## src/rtl/sram_pkg.sv

```systemverilog
// Shared widths and enums for the two-port SRAM request controller.
package sram_pkg;

    localparam int DW    = 16;
    localparam int AW    = 5;
    localparam int WORDS = 1 << AW;

    typedef enum logic {
        OP_RD = 1'b0,
        OP_WR = 1'b1
    } op_t;

    typedef enum logic [2:0] {
        IDLE    = 3'd0,
        SETUP   = 3'd1,
        ACCESS  = 3'd2,
        CAPTURE = 3'd3,
        RESP    = 3'd4
    } ctrl_state_t;

endpackage

```

## src/rtl/sram_word_dec.sv

```systemverilog
// Row address to one-hot word-line decoder; all lines low when i_en is low.
module sram_word_dec
    import sram_pkg::*;
(
    input  logic [AW-1:0]    i_addr,
    input  logic             i_en,
    output logic [WORDS-1:0] o_word
);

    always_comb begin
        o_word = '0;
        if (i_en) begin
            o_word[i_addr] = 1'b1;
        end
    end

endmodule

```

## src/rtl/sram_port_ctrl.sv

```systemverilog
// One-command-at-a-time request controller for the 32x16 two-port SRAM array.
// state   | meaning
// IDLE    | cmd_ready high, waiting for a command
// SETUP   | word lines, data and enable driven to the array
// ACCESS  | everything held; array acts on the edge ending this cycle
// CAPTURE | enables low, array read data registered
// RESP    | rsp_valid high until rsp_ready
module sram_port_ctrl
    import sram_pkg::*;
(
    input  logic             srclkpos,
    input  logic             rstneg,
    input  logic             cmd_valid,
    output logic             cmd_ready,
    input  logic             cmd_we,
    input  logic [AW-1:0]    cmd_addra,
    input  logic [AW-1:0]    cmd_addrb,
    input  logic [DW-1:0]    cmd_wdata,
    output logic             rsp_valid,
    input  logic             rsp_ready,
    output logic [DW-1:0]    rsp_rdataa,
    output logic [DW-1:0]    rsp_rdatab,
    output logic             wr_done,
    output logic             wr_zero_err,
    output logic [WORDS-1:0] wordA,
    output logic [WORDS-1:0] wordB,
    output logic             ReadEn,
    output logic             WriteEn,
    output logic [DW-1:0]    in,
    input  logic [DW-1:0]    outA,
    input  logic [DW-1:0]    outB
);

    ctrl_state_t      r_state, w_state_nxt;
    op_t              r_op, w_op_sel;
    logic [AW-1:0]    r_addr_a, r_addr_b, w_addr_a_sel, w_addr_b_sel;
    logic [DW-1:0]    r_wdata, w_wdata_sel;
    logic             w_cmd_fire, w_en_nxt, w_wr_done_nxt, w_rsp_valid_nxt;
    logic [WORDS-1:0] w_word_a, w_word_b;
    logic [WORDS-1:0] r_word_a, r_word_b;
    logic             r_read_en, r_write_en, r_wr_done, r_rsp_valid, r_zero_err;
    logic [DW-1:0]    r_in, r_rdata_a, r_rdata_b;

    assign w_cmd_fire = cmd_valid && (r_state == IDLE);

    // Registered array outputs load on the handshake edge, so SETUP sees the new command directly.
    assign w_op_sel     = w_cmd_fire ? op_t'(cmd_we) : r_op;
    assign w_addr_a_sel = (r_state == IDLE) ? cmd_addra : r_addr_a;
    assign w_addr_b_sel = (r_state == IDLE) ? cmd_addrb : r_addr_b;
    assign w_wdata_sel  = (r_state == IDLE) ? cmd_wdata : r_wdata;

    always_ff @(posedge srclkpos or negedge rstneg) begin
        if (!rstneg) begin
            r_state <= IDLE;
        end else begin
            r_state <= w_state_nxt;
        end
    end

    always_comb begin
        w_state_nxt = r_state;
        case (r_state)
            IDLE:    if (cmd_valid) w_state_nxt = SETUP;
            SETUP:   w_state_nxt = ACCESS;
            ACCESS:  w_state_nxt = (r_op == OP_WR) ? IDLE : CAPTURE;
            CAPTURE: w_state_nxt = RESP;
            RESP:    if (rsp_ready) w_state_nxt = IDLE;
            default: w_state_nxt = IDLE;
        endcase
    end

    always_comb begin
        cmd_ready       = (r_state == IDLE);
        w_en_nxt        = (w_state_nxt == SETUP) || (w_state_nxt == ACCESS);
        w_wr_done_nxt   = (r_state == ACCESS) && (r_op == OP_WR);
        w_rsp_valid_nxt = (w_state_nxt == RESP);
    end

    sram_word_dec u_dec_a (
        .i_addr (w_addr_a_sel),
        .i_en   (w_en_nxt),
        .o_word (w_word_a)
    );

    sram_word_dec u_dec_b (
        .i_addr (w_addr_b_sel),
        .i_en   (w_en_nxt),
        .o_word (w_word_b)
    );

    always_ff @(posedge srclkpos or negedge rstneg) begin
        if (!rstneg) begin
            r_op       <= OP_RD;
            r_addr_a   <= '0;
            r_addr_b   <= '0;
            r_wdata    <= '0;
            r_zero_err <= 1'b0;
        end else if (w_cmd_fire) begin
            r_op     <= op_t'(cmd_we);
            r_addr_a <= cmd_addra;
            r_addr_b <= cmd_addrb;
            r_wdata  <= cmd_wdata;
            if (cmd_we && ((cmd_addra == '0) || (cmd_addrb == '0))) begin
                r_zero_err <= 1'b1;
            end
        end
    end

    always_ff @(posedge srclkpos or negedge rstneg) begin
        if (!rstneg) begin
            r_word_a    <= '0;
            r_word_b    <= '0;
            r_read_en   <= 1'b0;
            r_write_en  <= 1'b0;
            r_in        <= '0;
            r_wr_done   <= 1'b0;
            r_rsp_valid <= 1'b0;
            r_rdata_a   <= '0;
            r_rdata_b   <= '0;
        end else begin
            r_word_a    <= w_word_a;
            r_word_b    <= w_word_b;
            r_read_en   <= w_en_nxt && (w_op_sel == OP_RD);
            r_write_en  <= w_en_nxt && (w_op_sel == OP_WR);
            r_in        <= w_en_nxt ? w_wdata_sel : '0;
            r_wr_done   <= w_wr_done_nxt;
            r_rsp_valid <= w_rsp_valid_nxt;
            if (r_state == CAPTURE) begin
                r_rdata_a <= outA;
                r_rdata_b <= outB;
            end
        end
    end

    assign wordA       = r_word_a;
    assign wordB       = r_word_b;
    assign ReadEn      = r_read_en;
    assign WriteEn     = r_write_en;
    assign in          = r_in;
    assign wr_done     = r_wr_done;
    assign wr_zero_err = r_zero_err;
    assign rsp_valid   = r_rsp_valid;
    assign rsp_rdataa  = r_rdata_a;
    assign rsp_rdatab  = r_rdata_b;

endmodule
```

## config.mk

```make
export PLATFORM = sky130hd
export DESIGN_NAME = sram_port_ctrl
export DESIGN_NICKNAME = d
export VERILOG_FILES = /design/src/rtl/sram_pkg.sv /design/src/rtl/sram_word_dec.sv /design/src/rtl/sram_port_ctrl.sv
export SDC_FILE = /design/constraint.sdc
export NUM_CORES = 1
export LEC_CHECK = 0
export ABC_AREA = 1
export ABC_CLOCK_PERIOD_IN_PS = 4300
export CORE_ASPECT_RATIO = 0.5
export CORE_MARGIN = 4
export CORE_UTILIZATION = 50
export DETAILED_ROUTE_END_ITERATION = 8
export PLACE_DENSITY = 0.95
export SLEW_MARGIN = 0
export SYNTH_ARGS = -nofsm -noshare
export SYNTH_HDL_FRONTEND = slang
export SYNTH_SLANG_ARGS = --single-unit
export TNS_END_PERCENT = 1
```

## constraint.sdc

```tcl
create_clock -name srclkpos -period 4.3 [get_ports srclkpos]
set_clock_uncertainty 0.2 [all_clocks]
set_input_delay 1.29 -clock srclkpos [delete_from_list [all_inputs] [get_ports srclkpos]]
set_output_delay 1.29 -clock srclkpos [all_outputs]
set_load 0.02 [all_outputs]
```

==> reports/summary.txt, run 1 <==
Status - finished, final reports clean
Die width - 158.3 um
Total iterations of the first detailed-routing run - 7
Sink Count - 147
I/O pins - 181
Yosys top cell by area - dfrtp_1
First-pass GRT wire length - 25.90 mm
Number of global-route vias before repair - 4,945
Slew margin rel. - 0.4692
Multiplexer area fraction after synthesis - 0.06383
Clock Tree Buf Depth - 2
Largest net degree at the start of global routing - 72
Routed len/inst - 18.45 um
Post-synthesis xor/xnor area fraction - 0
Maximum VDD drop - 396.6 uV
FP Rows - 27
MaxCap Viol Count - 0
Hold Crit Depth - 2
Critical Path Source Type - flip-flop
Top cell type's share of synthesized area - 0.6516
Worst R2R Setup Slack - 1.05 ns
Compound-Gate Fraction of Synth Area - 0.03812
CTS Hold Bufs - 0
Synthesized area - 5645 sq um
Initial DRC Count - 597
Hold Crit Class - flip-flop to flip-flop
Cell count after synthesis - 537
# Post-CTS Setup Buffers - 0
CORE AREA - 11,010 sq um
Ranking of synthesized cells by area - dfrtp_1 (65%), nand2_1 (7.6%), mux2_2 (6.4%)
R2R depth - 7
Congestion Overflow GR - 0
Final core utilization - 0.7437
Fin crit period - 3.680 ns
Synthesized flop and latch total - 147
Reg2reg start - r_state[1]
GRT Overall Usage - 0.2517
# resized after CTS - 0
Initial antenna violation count - 0
Sequential element share of the synthesized area - 0.6516
Reg area - 3679 sq um
Largest family of logic cells by synthesized area - simple AND/OR/NAND/NOR gates
Most frequent cells in the layout - clkdlybuf4s50_1 (179), dfrtp_1 (147), nand2_1 (115)
Final #Nets - 779
Final period util - 0.8558
H-tree Lvls - 4
Syn_nets - 600
CTS clk-pin slew, worst paths - 0.06 ns
N_diodes - 0
Number of buffers created by CTS - 17
Synth warn - 0
Commonest non-fill, non-tap cell in the layout - clkdlybuf4s50_1
Pwr/cell area - 743.7 nW/um^2
Synth Area in Simple Gates - 0.1824
Root buf cell - clkbuf_16
Leak - 3.842 nW
Final Hold Viols - 0
Synth-to-Final Area Change - 45.08%
Synth Area in Adders - 0
Achievable Freq - 271.8 MHz
Drt drc - 0
Via-to-Cell Ratio - 5.541
Crit path from - r_state[1]
Routed Antenna Nets - 0
Total routed wirelength - 16.10 mm
Layout cells sized above 1 - 0.1016
Crit path kind - flip-flop to output pin
Clk_lat worst skew - 0.40 ns
Worst-margin pin slew - 0.7954 ns
Post-DP HPWL - 9.967 mm
Final setup violation count - 0
CP max FO - 22
WP data required - 2.81 ns
GPL Wtd Cong - 0.8239
Final Slew Violations - 0
Area occupied by multi-input gates - 1613 sq um
Initial core utilization - 0.5126
WP data arrival - 2.19 ns
PortBufs - 180
Setup crit end - cmd_ready
FF-to-FF End - wordA[24]
Synth cell types - 18
Die area - 13,160 sq um
Setup TNS - 0 ns
# fillers - 664
Unrepaired setup endpoints after global routing - no
Via count - 4,837
CTS tree - done
Mean Syn Cell Area - 10.51 sq um
Die height - 83.14 um
Crit. End Element - output pin
Yosys cell counts:
library cell  number
nand2_1          115
inv_2              1
nor2_4             2
buf_1              1
buf_6              4
mux2_2            32
inv_1             58
clkbuf_1           9
nand2_2            1
dfrtp_1          147
o21ai_0           43
nand3b_1           3
nand4_1            1
nor2_1             4
buf_4              1
nor3_1            68
buf_2             10
nand3_1           37
cells by family after synthesis:
family          after synthesis
simple gates                231
flops                       147
buf+inv                      84
compound gates               43
mux                          32
layer usage:
metal  share of wire  global-route usage  up-vias  wire length (um)
met2            0.52              0.4307      310              8400
met1            0.36              0.2952     2325              5774
met3           0.068             0.05726      107              1098
met5               0                   0        -                 0
li1                -                   -     2095                 -
met4           0.052              0.1324        0               830
final cells by class:
cell class              instances  share of cell area
clock buffers                  20             0.05698
inverters                      59             0.02704
repair buffers                185              0.2262
multi-input cells             306              0.1969
clock inverters                11             0.02154
well taps                     145             0.02215
flip-flops and latches        147              0.4491
worst min-delay path by stage:
| stage | startpoint | to | slack (ns) |
|---|---|---|---|
| 2_1_floorplan | r_state[2] | wr_done | 0.25 |
| 3_3_place_gp | wr_zero_err | wr_zero_err | 0.25 |
| 5_1_grt | r_wdata[0] | r_wdata[0] | 0.31 |
| 6_report | r_wdata[0] | r_wdata[0] | 0.29 |
| 4_1_cts | r_wdata[0] | r_wdata[0] | 0.29 |
| 3_5_place_dp | r_wdata[0] | r_wdata[0] | 0.28 |
per-stage QoR:
step	worst slack (ns)	total power, W	hold slack (ns)	area (sq um)	std cells
global route	0.5215	0.006417	0.3087	8190	873
finish	0.6202	0.006091	0.2882	8190	873
detailed placement	0.7840	0.004399	0.2768	7547	842
floorplan	1.820	0.003501	0.2516	5645	537
global placement	0.9071	0.004281	0.2521	7547	842
CTS	0.6286	0.006075	0.2911	8190	873
sequential cells by signal, indices dropped and copies added (netlist names):
| signal | cells |
|---|---|
| WriteEn | 1 |
| ReadEn | 1 |
| wr_done | 1 |
| r_wdata | 16 |
| rsp_valid | 1 |
| r_addr_b | 5 |
| in | 16 |
| rsp_rdataa | 16 |
| rsp_rdatab | 16 |
| wordB | 32 |
| wordA | 32 |
| r_state | 3 |
| r_addr_a | 5 |
| wr_zero_err | 1 |
| r_op | 1 |
critical path: stages, from the launching register on:
cell and delay [ns]:
dfrtp_1 0.46, nor2_4 0.47, nand2_2 0.17, inv_1 0.09, clkdlybuf4s50_1 0.60
power by group:
part | internal [W] | total, W | leakage [nW] | switching, W
Combinational | 0.000906 | 0.00253 | 1.63 | 0.00163
Sequential | 0.00177 | 0.00197 | 1.91 | 0.000202
Clock | 0.00102 | 0.00159 | 0.301 | 0.000568
(Power assumes the default switching activity.)
==> run 2, diff against run 1 <==
--- a/config.mk
+++ b/config.mk
@@ -6,13 +6,12 @@
 export NUM_CORES = 1
 export LEC_CHECK = 0
 export ABC_AREA = 1
-export ABC_CLOCK_PERIOD_IN_PS = 4300
+export ABC_CLOCK_PERIOD_IN_PS = 4400
 export CORE_ASPECT_RATIO = 0.5
 export CORE_MARGIN = 4
 export CORE_UTILIZATION = 50
 export DETAILED_ROUTE_END_ITERATION = 8
 export PLACE_DENSITY = 0.95
-export SLEW_MARGIN = 0
 export SYNTH_ARGS = -nofsm -noshare
 export SYNTH_HDL_FRONTEND = slang
 export SYNTH_SLANG_ARGS = --single-unit
==> constraint.sdc (replaced) <==
create_clock -name srclkpos -period 4.4 [get_ports srclkpos]
set_clock_uncertainty 0.2 [all_clocks]
set_input_delay 1.32 -clock srclkpos [delete_from_list [all_inputs] [get_ports srclkpos]]
set_output_delay 1.32 -clock srclkpos [all_outputs]
set_load 0.02 [all_outputs]
==> run 2 against run 1 <==
Net effect:
- sequential power fell by 3%
- design area is 0.44% lower
- utilization down 0.33 points
- combinational power decreased by 4%
- non-clock buffer count fell by 1
- register-to-register slack better by 0.20 ns
- total power is 4.0% lower
- wire length shrank 5.6%
- clock power shrank 6%
- sequential share of layout area is 0.20 points higher
- flip-flop and latch count is the same
- first-iteration DRC count decreased by 47%
==> reports/summary.txt, run 2 (synthesized netlist as in run 1, its figures left out) <==
Status - finished, final reports clean
Initial core utilization - 0.5126 (unchanged)
Achievable Freq - 270.8 MHz
Largest net degree at the start of global routing - 92 (+28%)
WP data required - 2.88 ns (+0.07 ns)
Post-DP HPWL - 9.777 mm (-1.9%)
Area occupied by multi-input gates - 1613 sq um (unchanged)
Unrepaired setup endpoints after global routing - no
Total iterations of the first detailed-routing run - 6 (-1)
H-tree Lvls - 4 (unchanged)
Most frequent cells in the layout - clkdlybuf4s50_1 (179), dfrtp_1 (147), nand2_1 (115)
Final Slew Violations - 0 (unchanged)
Final period util - 0.8394
PortBufs - 180 (unchanged)
CTS clk-pin slew, worst paths - 0.06 ns (about the same)
Layout cells sized above 1 - 0.1016 (unchanged)
Synth-to-Final Area Change - 44.44%
Switching Share - 0.3963 (+0.002959)
Fin crit period - 3.693 ns
Routed len/inst - 17.41 um (-5.6%)
Die area - 13,160 sq um (unchanged)
Initial antenna violation count - 0 (unchanged)
Crit. End Element - output pin
Final #Nets - 778 (-0.13%)
Internal power - 0.003529 W (-4.5%)
Number of global-route vias before repair - 4,721 (-4.5%)
GRT Overall Usage - 0.2350 (-0.01667)
Initial DRC Count - 316 (-47%)
Hold Crit Class - flip-flop to flip-flop
CTS tree - done
# fillers - 665 (+0.15%)
Pwr/cell area - 716.8 nW/um^2 (-3.6%)
First-pass GRT wire length - 24.32 mm (-6.1%)
Flop pwr share - 0.328 (+0.004)
Drt drc - 0 (unchanged)
MaxCap Viol Count - 0 (unchanged)
Final Hold Viols - 0 (unchanged)
Sink Count - 147 (unchanged)
WP data arrival - 2.17 ns (-0.02 ns)
Slew margin rel. - 0.4497 (-0.01943)
Routed Antenna Nets - 0 (unchanged)
Die width - 158.3 um (unchanged)
Root buf cell - clkbuf_16
# resized after CTS - 0 (unchanged)
Crit path kind - flip-flop to output pin
Clk_lat worst skew - 0.41 ns (about the same)
Total routed wirelength - 15.20 mm (-5.6%)
Reg area - 3679 sq um (unchanged)
Worst-margin pin slew - 0.8254 ns (+0.03003 ns)
CTS Hold Bufs - 0 (unchanged)
Maximum VDD drop - 422.8 uV (+6.6%)
Die height - 83.14 um (unchanged)
Critical Path Source Type - flip-flop
Number of buffers created by CTS - 17 (unchanged)
GPL Wtd Cong - 0.8177 (-0.75%)
CORE AREA - 11,010 sq um (unchanged)
Clock Tree Buf Depth - 2 (unchanged)
Comb power frac - 0.417 (about the same)
Via-to-Cell Ratio - 5.304 (-4.3%)
# Post-CTS Setup Buffers - 0 (unchanged)
Leak - 3.830 nW (-0.31%)
Switching Power - 0.002316 W (-3.3%)
Congestion Overflow GR - 0 (unchanged)
I/O pins - 181 (unchanged)
Via count - 4,630 (-4.3%)
CP max FO - 22 (unchanged)
N_diodes - 0 (unchanged)
Commonest non-fill, non-tap cell in the layout - clkdlybuf4s50_1
Final setup violation count - 0 (unchanged)
FP Rows - 27 (unchanged)
Hold WS - 0.2885 ns (+0.0002570 ns)
Setup TNS - 0 ns (unchanged)
Clock power frac - 0.255 (-0.006)
run 2: changes by cell type in the layout (fill, tap and decap cells not counted), sizes merged:
cell	before	now
clkinvlp	4	3
clkbuf	20	18
inv	60	63
buf	6	5
bufinv	4	3
clkinv	2	4
run 2: worst paths after layout:
path                              from        endpoint  slack [ns]  cells after the start
setup / recovery            r_state[1]       cmd_ready        0.71                      4
hold / removal             r_wdata[13]     r_wdata[13]        0.29                      2
setup reg to reg            r_state[1]      r_wdata[2]        1.25                      6
hold reg to reg            r_wdata[13]     r_wdata[13]        0.29                      2
max in group asynchronous       rstneg  rsp_rdataa[14]        2.39                      2
min in group asynchronous       rstneg       wordA[15]        0.77                      1
run 2: cell type report:
class,instances,share of cell area
clock buffer,18,0.05386
clock inverter,14,0.02148
inverter,59,0.02716
multi-input combinational,306,0.1978
sequential,147,0.4511
tap,145,0.02225
timing repair buffer,184,0.2263
run 2: metrics by stage:
| step | setup WS, ns | power, W | util | instance area (sq um) | instances |
|---|---|---|---|---|---|
| 6_report | 0.7066 | 0.005845 | 0.7404 | 8154 | 873 |
| 5_1_grt | 0.5893 | 0.006178 | 0.7404 | 8154 | 873 |
| 4_1_cts | 0.7102 | 0.005857 | 0.7404 | 8154 | 873 |
| 3_5_place_dp | 0.8984 | 0.004301 | 0.6846 | 7540 | 841 |
| 3_3_place_gp | 0.9809 | 0.004186 | 0.6846 | 7540 | 841 |
| 2_1_floorplan | 1.890 | 0.003421 | - | 5645 | 537 |
run 2: power groups by stage:
stage	Clock (W)	Combinational (W)	Sequential, W
after detailed placement	0	0.00237	0.00193
after global routing	0.00158	0.00264	0.00196
after CTS	0.00151	0.00243	0.00192
after global placement	0	0.00228	0.00191
final	0.00149	0.00244	0.00192
after floorplan	0	0.00122	0.00221
run 2: layer usage:
layer | wire (um) | part of all wire | global-route usage | vias to the layer above
met3 | 789 | 0.052 | 0.04321 | 39
met1 | 5900 | 0.39 | 0.2803 | 2282
met5 | 0 | 0 | 0 | -
met2 | 8200 | 0.54 | 0.4238 | 210
li1 | - | - | - | 2099
met4 | 311 | 0.020 | 0.08437 | 0
run 2: critical path, cell delays in order, from the launching register on:
cell	delay [ns]
dfrtp_1	0.46
nor2_4	0.45
nand2_2	0.16
inv_1	0.09
clkdlybuf4s50_1	0.60
